**config.mk**
```make
export PLATFORM = sky130hd
export DESIGN_NAME = mult16_cpa_pipe
export DESIGN_NICKNAME = d
export VERILOG_FILES = /design/src/rtl/mult16_pkg.sv /design/src/rtl/mult16_cpa_half.sv /design/src/rtl/mult16_cpa_pipe.sv
export SDC_FILE = /design/constraint.sdc
export NUM_CORES = 1
export LEC_CHECK = 0
export ABC_CLOCK_PERIOD_IN_PS = 3900
export BUFFER_PORTS_ARGS = -buffer_cell sky130_fd_sc_hd__buf_2
export CAP_MARGIN = 30
export CORE_MARGIN = 2
export CORE_UTILIZATION = 58
export CTS_CLUSTER_DIAMETER = 30
export DETAILED_ROUTE_END_ITERATION = 6
export GPL_TIMING_DRIVEN = 0
export PLACE_DENSITY = 0.92
export SETUP_SLACK_MARGIN = 0.02
export SLEW_MARGIN = 10
export SYNTH_ARGS = -nofsm -noshare
export SYNTH_HDL_FRONTEND = slang
export SYNTH_SLANG_ARGS = --single-unit
```
**constraint.sdc**
```tcl
create_clock -name clk -period 3.9 [get_ports clk]
set_clock_uncertainty 0.2 [all_clocks]
set_input_delay 0.195 -clock clk [delete_from_list [all_inputs] [get_ports clk]]
set_output_delay 0.195 -clock clk [all_outputs]
set_load 0.02 [all_outputs]
```
**src/rtl/mult16_pkg.sv**
```systemverilog
// Shared widths and types for the 16x16 multiplier final-adder slice.
package mult16_pkg;
  localparam int MULT16_W         = 32;
  localparam int MULT16_SPLIT     = 16;
  localparam int MULT16_OVF_CNT_W = 16;

  typedef logic [MULT16_W-1:0]     prod_t;
  typedef logic [MULT16_SPLIT-1:0] half_t;
endpackage

```
**src/rtl/mult16_cpa_half.sv**
```systemverilog
// Combinational N-bit carry-propagate adder segment with carry in and carry out.
module mult16_cpa_half #(
  parameter int N = 16
) (
  input  logic [N-1:0] a_i,
  input  logic [N-1:0] b_i,
  input  logic         cin_i,
  output logic [N-1:0] sum_o,
  output logic         cout_o
);
  logic [N:0] full;

  assign full   = {1'b0, a_i} + {1'b0, b_i} + (N+1)'(cin_i);
  assign sum_o  = full[N-1:0];
  assign cout_o = full[N];
endmodule

```
**src/rtl/mult16_cpa_pipe.sv**
```systemverilog
// Two-stage carry-propagate resolver: (sum, carry) -> product, with valid/ready
// on both sides and a saturating count of products that carried out of the top bit.
module mult16_cpa_pipe
  import mult16_pkg::*;
#(
  parameter int W     = MULT16_W,
  parameter int SPLIT = MULT16_SPLIT,
  parameter int CNT_W = MULT16_OVF_CNT_W
) (
  input  logic             clk,
  input  logic             rst,
  input  logic             in_valid,
  output logic             in_ready,
  input  logic [W-1:0]     in_sum,
  input  logic [W-1:0]     in_carry,
  output logic             out_valid,
  input  logic             out_ready,
  output logic [W-1:0]     out_prod,
  output logic             out_ovf,
  output logic [CNT_W-1:0] ovf_count
);
  localparam int HW = W - SPLIT;

  logic             adv1, adv2;
  logic             s1_valid_q, s2_valid_q;
  logic [SPLIT-1:0] s1_lo_q;
  logic             s1_cmid_q;
  logic [HW-1:0]    s1_sum_hi_q, s1_carry_hi_q;
  logic [W-1:0]     prod_q;
  logic             ovf_q;
  logic [CNT_W-1:0] cnt_q, cnt_d;

  logic [SPLIT-1:0] lo_sum;
  logic             lo_cout;
  logic [HW-1:0]    hi_sum;
  logic             hi_cout;

  // Ready ripples back combinationally so a draining output frees both stages at once.
  assign adv2     = ~s2_valid_q | out_ready;
  assign adv1     = ~s1_valid_q | adv2;
  assign in_ready = adv1;

  mult16_cpa_half #(.N(SPLIT)) u_lo (
    .a_i    (in_sum[SPLIT-1:0]),
    .b_i    (in_carry[SPLIT-1:0]),
    .cin_i  (1'b0),
    .sum_o  (lo_sum),
    .cout_o (lo_cout)
  );

  mult16_cpa_half #(.N(HW)) u_hi (
    .a_i    (s1_sum_hi_q),
    .b_i    (s1_carry_hi_q),
    .cin_i  (s1_cmid_q),
    .sum_o  (hi_sum),
    .cout_o (hi_cout)
  );

  always_ff @(posedge clk) begin
    if (rst) begin
      s1_valid_q <= 1'b0;
    end else if (adv1) begin
      s1_valid_q <= in_valid;
    end
  end

  always_ff @(posedge clk) begin
    if (in_valid && adv1) begin
      s1_lo_q       <= lo_sum;
      s1_cmid_q     <= lo_cout;
      s1_sum_hi_q   <= in_sum[W-1:SPLIT];
      s1_carry_hi_q <= in_carry[W-1:SPLIT];
    end
  end

  always_ff @(posedge clk) begin
    if (rst) begin
      s2_valid_q <= 1'b0;
      prod_q     <= '0;
      ovf_q      <= 1'b0;
    end else if (adv2) begin
      s2_valid_q <= s1_valid_q;
      if (s1_valid_q) begin
        prod_q <= {hi_sum, s1_lo_q};
        ovf_q  <= hi_cout;
      end
    end
  end

  // Count delivered overflowing products, not stalled cycles; stick at all-ones.
  always_comb begin
    cnt_d = cnt_q;
    if (s2_valid_q && out_ready && ovf_q && (cnt_q != '1)) begin
      cnt_d = cnt_q + CNT_W'(1);
    end
  end

  always_ff @(posedge clk) begin
    if (rst) begin
      cnt_q <= '0;
    end else begin
      cnt_q <= cnt_d;
    end
  end

  assign out_valid = s2_valid_q;
  assign out_prod  = prod_q;
  assign out_ovf   = ovf_q;
  assign ovf_count = cnt_q;
endmodule

```
# [After elaboration in Yosys (flattened, before gate mapping)]
# Index checks and enable logic that the tools add are counted.
[classes] bitwise=4 addsub=4 reduce_logical=5 eq_ne=1
[ops] cell="adder 16 x 16 -> 17 bit" n=2
[ops] cell="adder 17 x 1 -> 17 bit" n=1
[ops] cell="adder 16 x 1 -> 16 bit (second input constant)" n=1
[ops] cell="!= test 16 bit (second input constant)" n=1
[ops] cell="logical AND 1 bit" n=4
[ops] cell="NOT 1 bit" n=2
[ops] cell="OR 1 bit" n=2
[ops] cell="AND reduction 2 bit" n=1
[totals] ff_bits=100 inputBits=68 output_inout_bits=51 word_cells=23

# [Longest topological paths before layout]
# Gate-level depths: netlist of the first run.
[logic_depth] word_depth=4 depth_mapped=9 ltp_nobuf=9

# [By module]
# A second synthesis of the first run with hierarchy kept.
[hier_totals] cells_unflattened=481 area_unflattened_um2=4953.5
[by_module_without_submodules] module="mult16_cpa_pipe" area_each_um2=3477.1 seq_area_each_um2=2492.4 cells_each=298 n_inst=1
[by_module_without_submodules] module="mult16_cpa_half at u_lo" area_each_um2=743.2 seq_area_each_um2=0.0 cells_each=94 n_inst=1
[by_module_without_submodules] module="mult16_cpa_half at u_hi" area_each_um2=733.2 seq_area_each_um2=0.0 cells_each=89 n_inst=1

# [Worst setup path after synthesis of the first run]
# No wires, ideal clock.
[synth_timing] path_type="register -> register" start="register s2_valid_q, in the netlist out_valid" end="register s1_carry_hi_q[0], enable pin" stages_incl_launch_ff=4 arrival_ns=1.971 required_time_ns=3.288 slack_ns=1.317 cell_sequence="dfxtp_1 -> nor2b_1 -> nand2_1 -> and2_1"
[synth_via] elab_chain_cells=4
[synth_lines] element="from (decl)" line="mult16_cpa_pipe.sv:25" rtl="logic s1_valid_q, s2_valid_q;"
[synth_lines] element="from (signal assigned)" line="mult16_cpa_pipe.sv:82" rtl="s2_valid_q <= s1_valid_q;"
[synth_lines] element="NOT 1 bit" line="mult16_cpa_pipe.sv:39" rtl="assign adv2 = ~s2_valid_q | out_ready;"
[synth_lines] element="OR 1 bit" line="mult16_cpa_pipe.sv:39"
[synth_lines] element="OR 1 bit" line="mult16_cpa_pipe.sv:40" rtl="assign adv1 = ~s1_valid_q | adv2;"
[synth_lines] element="net in_ready" line="mult16_cpa_pipe.sv:13" rtl="output logic in_ready,"
[synth_lines] element="logical AND 1 bit" line="mult16_cpa_pipe.sv:68" rtl="if (in_valid && adv1) begin"
[synth_lines] element="to (signal assigned)" line="mult16_cpa_pipe.sv:72" rtl="s1_carry_hi_q <= in_carry[W-1:SPLIT];"
[synth_lines] element="to (decl)" line="mult16_cpa_pipe.sv:28" rtl="logic [HW-1:0] s1_sum_hi_q, s1_carry_hi_q;"
# The timed path passes the listed nets, and every way through them passes these cells.
# A chain may end at the register's enable or synchronous reset.

# [Worst setup path after layout of the first run]
[layout_timing] start="input in_carry[0]" end="register s1_cmid_q (data pin)"
[layout_via] elab_chain_cells=1
[layout_lines] element="from (decl)" line="mult16_cpa_pipe.sv:15" rtl="input logic [W-1:0] in_carry,"
[layout_lines] element="adder 16 x 16 -> 17 bit" line="mult16_cpa_half.sv:13" rtl="assign full = {1'b0, a_i} + {1'b0, b_i} + (N+1)'(cin_i);"
[layout_lines] element="net lo_cout" line="mult16_cpa_pipe.sv:34" rtl="logic lo_cout;"
[layout_lines] element="to (signal assigned)" line="mult16_cpa_pipe.sv:70" rtl="s1_cmid_q <= lo_cout;"
[layout_lines] element="to (decl)" line="mult16_cpa_pipe.sv:27" rtl="logic s1_cmid_q;"
# The timed path passes the listed nets, and every way through them passes these cells.

==> results.cfg, run 1 <==
[global_routing]
grt_max_degree = 38
grt_pass1_wl_um = 18630
met2_usage_pct = 46.74
grt_pass1_vias = 4094
use_met1_pct = 31.40
antenna_found_initial = 0
grt_overflow = 0
grtUsageMet3_pct = 3.994
track_usage_pct = 26.36
top_usage_layer = met2

[drt]
via_per_inst = 5.714
num_vias = 4320
firstDrtPassIters = 5
drc = 0
routed_wl_um = 11980
ant_nets = 0
drtIter0Drc = 183
routedWlPerCell_um = 15.85

[worst_setup_path]
critPathMaxFanout = 4
cp-start-kind = input port
crit_start = in_carry[0]
arrival_ns = 2.91
ff2ff_path_depth = 9
r2r_start = s1_cmid_q
cp.required_ns = 3.81
endpoint_kind = register
cp_slowest_cell = dlygate4sd3_1
path_class = input port to register
path_cells = dlygate4sd3_1 > buf_2 > ha_1 > fa_1 > a21oi_1 > o21ai_1 > a211oi_1 > o31ai_1 > a311o_1 > a21o_1
critPathMaxStageDelay_ns = 0.56

[placed_design]
postPlaceCellArea_um2 = 5629
placed_cells = 704
dp_hpwl_um = 8562
routabilityCongestion = 0.8694
port_buffers = 117
place_ws_ns = 1.130

[timing]
hold_violations = 0
slew_headroom_pct = 54.86
fin_ws_ns = 0.9025
finalSetupViolCount = 0
fin_crit_sh_pct = 76.86
rsz0062_at_grt = no
worstMarginPinSlew_ns = 0.6713
fmax_mhz = 333.6
drv_slew = 0
fin_crit_ns = 2.997
finalSetupTns_ns = 0
hold_ws_ns = 0.01431

[clocking]
clkTransAtPathRegs_ns = 0.10
cts_buffers = 9
clock_sinks = 100
h-tree-depth = 3
cts.path.max_buffers = 2
clock_latency_ns = 0.36
cts-root-buf = clkbuf_8
cts_tree = done

[yosys]
yosysSeqAreaShare_pct = 50.96
synth_seq_cells = 100
synth_flop_cell = dfxtp_1
syn_nets = 584
syn_area_per_cell_um2 = 10.17
ys_top_cells_by_area = edfxtp_1 (30%), dfxtp_1 (21%), ha_1 (8.2%)
synth_area_leader_cell = edfxtp_1
synth_edf_count = 49
async_flop_share_pct = 0
yosysUniqueCellTypes = 48
syn_area_um2 = 4891
synthCells = 481
synth_top_area_share_pct = 30.08
synth_warnings = 0

[pwr]
cellPowerDensity_nw_per_um2 = 376.5
vdd_drop_max_v = 0.0002353
finalPower_mw = 2.325
leakage_nw = 2.671

[layout]
fin_area_um2 = 6175
areaGrowthSynthToFinish_pct = 26.25
finalNetCount = 749
diodes = 0
layout_common_cells = buf_2 (117), nand2_1 (63), dfxtp_1 (51)
layout-drive-gt1-share_pct = 21.04
final_common_cell = buf_2
layout.cells.non_filler = 756
final_util_pct = 75.53

[worst_hold_path]
hp-start = in_carry[1]
hold_path.class = input port to register
min_delay_path_depth = 2

[floorplan]
die_h_um = 95.83
core_um2 = 8175
placementRows = 33
ioPinCount = 119
die_w_um = 95.83
fp.dieArea_um2 = 9183
start_util_pct = 59.83

[job]
drv_cap = 0

[outcome]
status = finished, final reports clean
kinds of logic after synthesis:
logic type	after synthesis	share of synthesized area, %
DFF	100	50.96
muxes	4	0.8698
buffers and inverters	22	1.688
xor gates and xnor gates	32	5.730
and+or+nand+nor	167	15.86
AOI/OAI and AO/OA	121	15.48
adders and majority gates	35	9.414
critical path, delay by kind of cell:
| kind | cells | cell delay [ns] |
|---|---|---|
| adders and majority gates | 2 | 0.62 |
| AOI/OAI and AO/OA | 6 | 1.41 |
| buffers and inverters | 2 | 0.69 |
path summary, 6_finish.rpt:
check | to | slack, ns
worst max-delay path | s1_cmid_q | 0.90
worst min-delay path | s1_lo_q[1] | 0.01
worst max register to register | out_prod[28] | 1.11
worst min register to register | out_prod[21] | 0.27
layer usage:
layer / wire length (µm) / share of wire, %
met3: 710 / 5.9
met2: 6119 / 51
met4: 327 / 2.7
met5: 0 / 0
met1: 4825 / 40
synth_stat cells (3+ instances only):
cell	instances
nand2_1	63
dfxtp_1	51
edfxtp_1	49
a21oi_1	47
nor2_1	39
ha_1	32
o21ai_0	22
xnor2_1	19
clkbuf_1	15
xor2_1	13
nor3_1	12
nand3_1	11
a21o_1	9
a211oi_1	7
and3_1	7
inv_1	7
nor2b_1	7
a31oi_1	6
nand4_1	6
nand2b_1	5
and2_1	4
nand3b_1	4
a311oi_1	3
and4_1	3
fa_1	3
o211a_1	3
o31ai_1	3
or3_1	3
cell type report:
| class | instances | area [µm²] |
|---|---|---|
| Fill cell | 546 | 2001 |
| Inverter | 7 | 26.28 |
| Timing Repair Buffer | 154 | 965.9 |
| Multi-Input combinational cell | 359 | 2317 |
| Clock buffer | 12 | 135.1 |
| Sequential cell | 100 | 2492 |
| Clock inverter | 4 | 50.05 |
| Tap cell | 105 | 131.4 |
| Buffer | 15 | 56.30 |
sequential cells by signal, indices dropped and copies added (netlist names):
name / cells
out_prod: 32
ovf_count: 16
s1_carry_hi_q: 16
s1_lo_q: 16
s1_sum_hi_q: 16
out_ovf: 1
out_valid: 1
s1_cmid_q: 1
s1_valid_q: 1
where the power goes:
part	switching [mW]	leakage, nW	total, mW	internal [mW]
logic	0.261	1.68	0.461	0.199
registers	0.0284	0.894	1.21	1.18
clock network	0.355	0.0953	0.655	0.300
timing repair:
action / 4_1_cts / 5_1_grt
resized for setup: 0 / 0
hold buffers: 36 / 0
hold endpoints to repair: 35 / 0
setup buffers: 0 / 0
No activity file was read; power rests on OpenSTA's default activity.
==> run 2: changes to the inputs <==
- ABC_CLOCK_PERIOD_IN_PS: 3900 -> 2750
- CORE_UTILIZATION: 58 -> 48
- PLACE_DENSITY: 0.92 -> 0.82
- clock period: 3.9 -> 2.75 ns (I/O delays scaled with it)
==> results.cfg, run 2 (same netlist as run 1, synthesis figures left out) <==
[outcome]
status = finished, final reports clean

[drt]
drc = 0
drtIter0Drc = 165
routed_wl_um = 11900
routedWlPerCell_um = 15.08
firstDrtPassIters = 4
ant_nets = 0
num_vias = 4266
via_per_inst = 5.407

[floorplan]
placementRows = 36
core_um2 = 9819
start_util_pct = 49.81
ioPinCount = 119
die_w_um = 104.9
fp.dieArea_um2 = 11010
die_h_um = 104.9

[worst_setup_path]
critPathMaxFanout = 5
path_class = register to register
cp.required_ns = 2.85
cp-start-kind = register
arrival_ns = 2.78
endpoint_kind = register

[global_routing]
grt_max_degree = 41
top_usage_layer = met2
track_usage_pct = 22.41
grt_pass1_wl_um = 19850
grtUsageMet3_pct = 4.304
grt_pass1_vias = 4281
grt_overflow = 0
use_met1_pct = 26.05
antenna_found_initial = 0
met2_usage_pct = 39.61

[layout]
multi_input_area_um2 = 2330
largest_reg_flops = 32
finalNetCount = 754
final.fill_count = 803
layout-drive-gt1-share_pct = 21.95
layout_common_cells = buf_2 (117), nand2_1 (63), dfxtp_1 (51)
seq_area_um2 = 2492
final_common_cell = buf_2
areaGrowthSynthToFinish_pct = 28.58
diodes = 0
final_util_pct = 64.04

[timing]
fmax_mhz = 373.4
fin_crit_sh_pct = 97.38
drv_slew = 0
hold_violations = 0
worstMarginPinSlew_ns = 0.6316
slew_headroom_pct = 57.53
finalSetupViolCount = 0
fin_crit_ns = 2.678
rsz0062_at_grt = yes
hold_ws_ns = 0.01774

[clocking]
clock_latency_ns = 0.37
cts_tree = done
cts.path.max_buffers = 2
clkTransAtPathRegs_ns = 0.10
cts_buffers = 9
cts-root-buf = clkbuf_8
h-tree-depth = 3
clock_sinks = 100

[pwr]
leakage_nw = 2.704
vdd_drop_max_v = 0.0002596
cellPowerDensity_nw_per_um2 = 530.9
finalPower_mw = 3.338

[job]
drv_cap = 0

[worst_hold_path]
hold_path.class = input port to register

[placed_design]
dp_hpwl_um = 8708
routabilityCongestion = 0.8301
port_buffers = 117
==> run 2: changes by cell type in the layout (fill, tap and decap cells not counted), moves of 2 or more <==
cell           delta
clkinv_4          +2
clkbuf_1          -3
dlygate4sd3_1     +4
inv_6             +2
==> run 2: worst paths after layout <==
path	startpoint	slack [ns]	endpoint	cells after the start
worst max-delay path	s1_cmid_q	0.07	out_prod[28]	9
worst min register to register	out_prod[12]	0.26	out_prod[12]	2
worst min-delay path	in_sum[15]	0.02	s1_cmid_q	3
worst max register to register	s1_cmid_q	0.07	out_prod[28]	9
==> run 2: worst max-delay path: stages (launching register included) <==
cell,delay (ns)
edfxtp_1,0.41
fa_2,0.41
inv_1,0.08
fa_1,0.18
nor2b_1,0.07
o31a_1,0.36
o211a_1,0.24
o31ai_2,0.19
mux2_2,0.36
o22ai_1,0.12
==> run 2: metal layers <==
metal  share of wire (%)  vias to the layer above
met5                   0                        -
met4                 2.7                        0
met3                 5.4                       23
met2                  51                      133
met1                  41                     2019
li1                    -                     2091
==> run 2: what timing repair did <==
item | 4_1_cts | 5_1_grt
setup buffers | 0 | 1
resized for setup | 0 | 4
endpoints found under the hold margin | 38 | 0
hold buffers | 40 | 0
endpoints found under the setup margin | 0 | 3
==> run 2: layout make-up <==
class / count / area share, %
sequential: 100 / 39.63
buffer: 15 / 0.8953
inverter: 7 / 0.4178
tap: 133 / 2.646
clock inverter: 7 / 1.273
clock buffer: 9 / 1.970
timing repair buffer: 159 / 16.12
multi-input combinational: 359 / 37.05
==> run 2: where the power goes <==
part           internal, mW  switching (mW)
sequential             1.68          0.0413
clock                 0.434           0.532
combinational         0.291           0.364
==> run 2: through the flow <==
step	setup TNS, ns	instances	cell area (µm²)	setup WS, ns
5_1_grt	-0.01911	789	6289	-0.01911
3_3_place_gp	-4.903	731	5643	-0.1070
3_5_place_dp	0	732	5664	0.01007
6_report	0	789	6289	0.07207
2_1_floorplan	0	481	4891	0.1675
4_1_cts	0	788	6269	0.03606
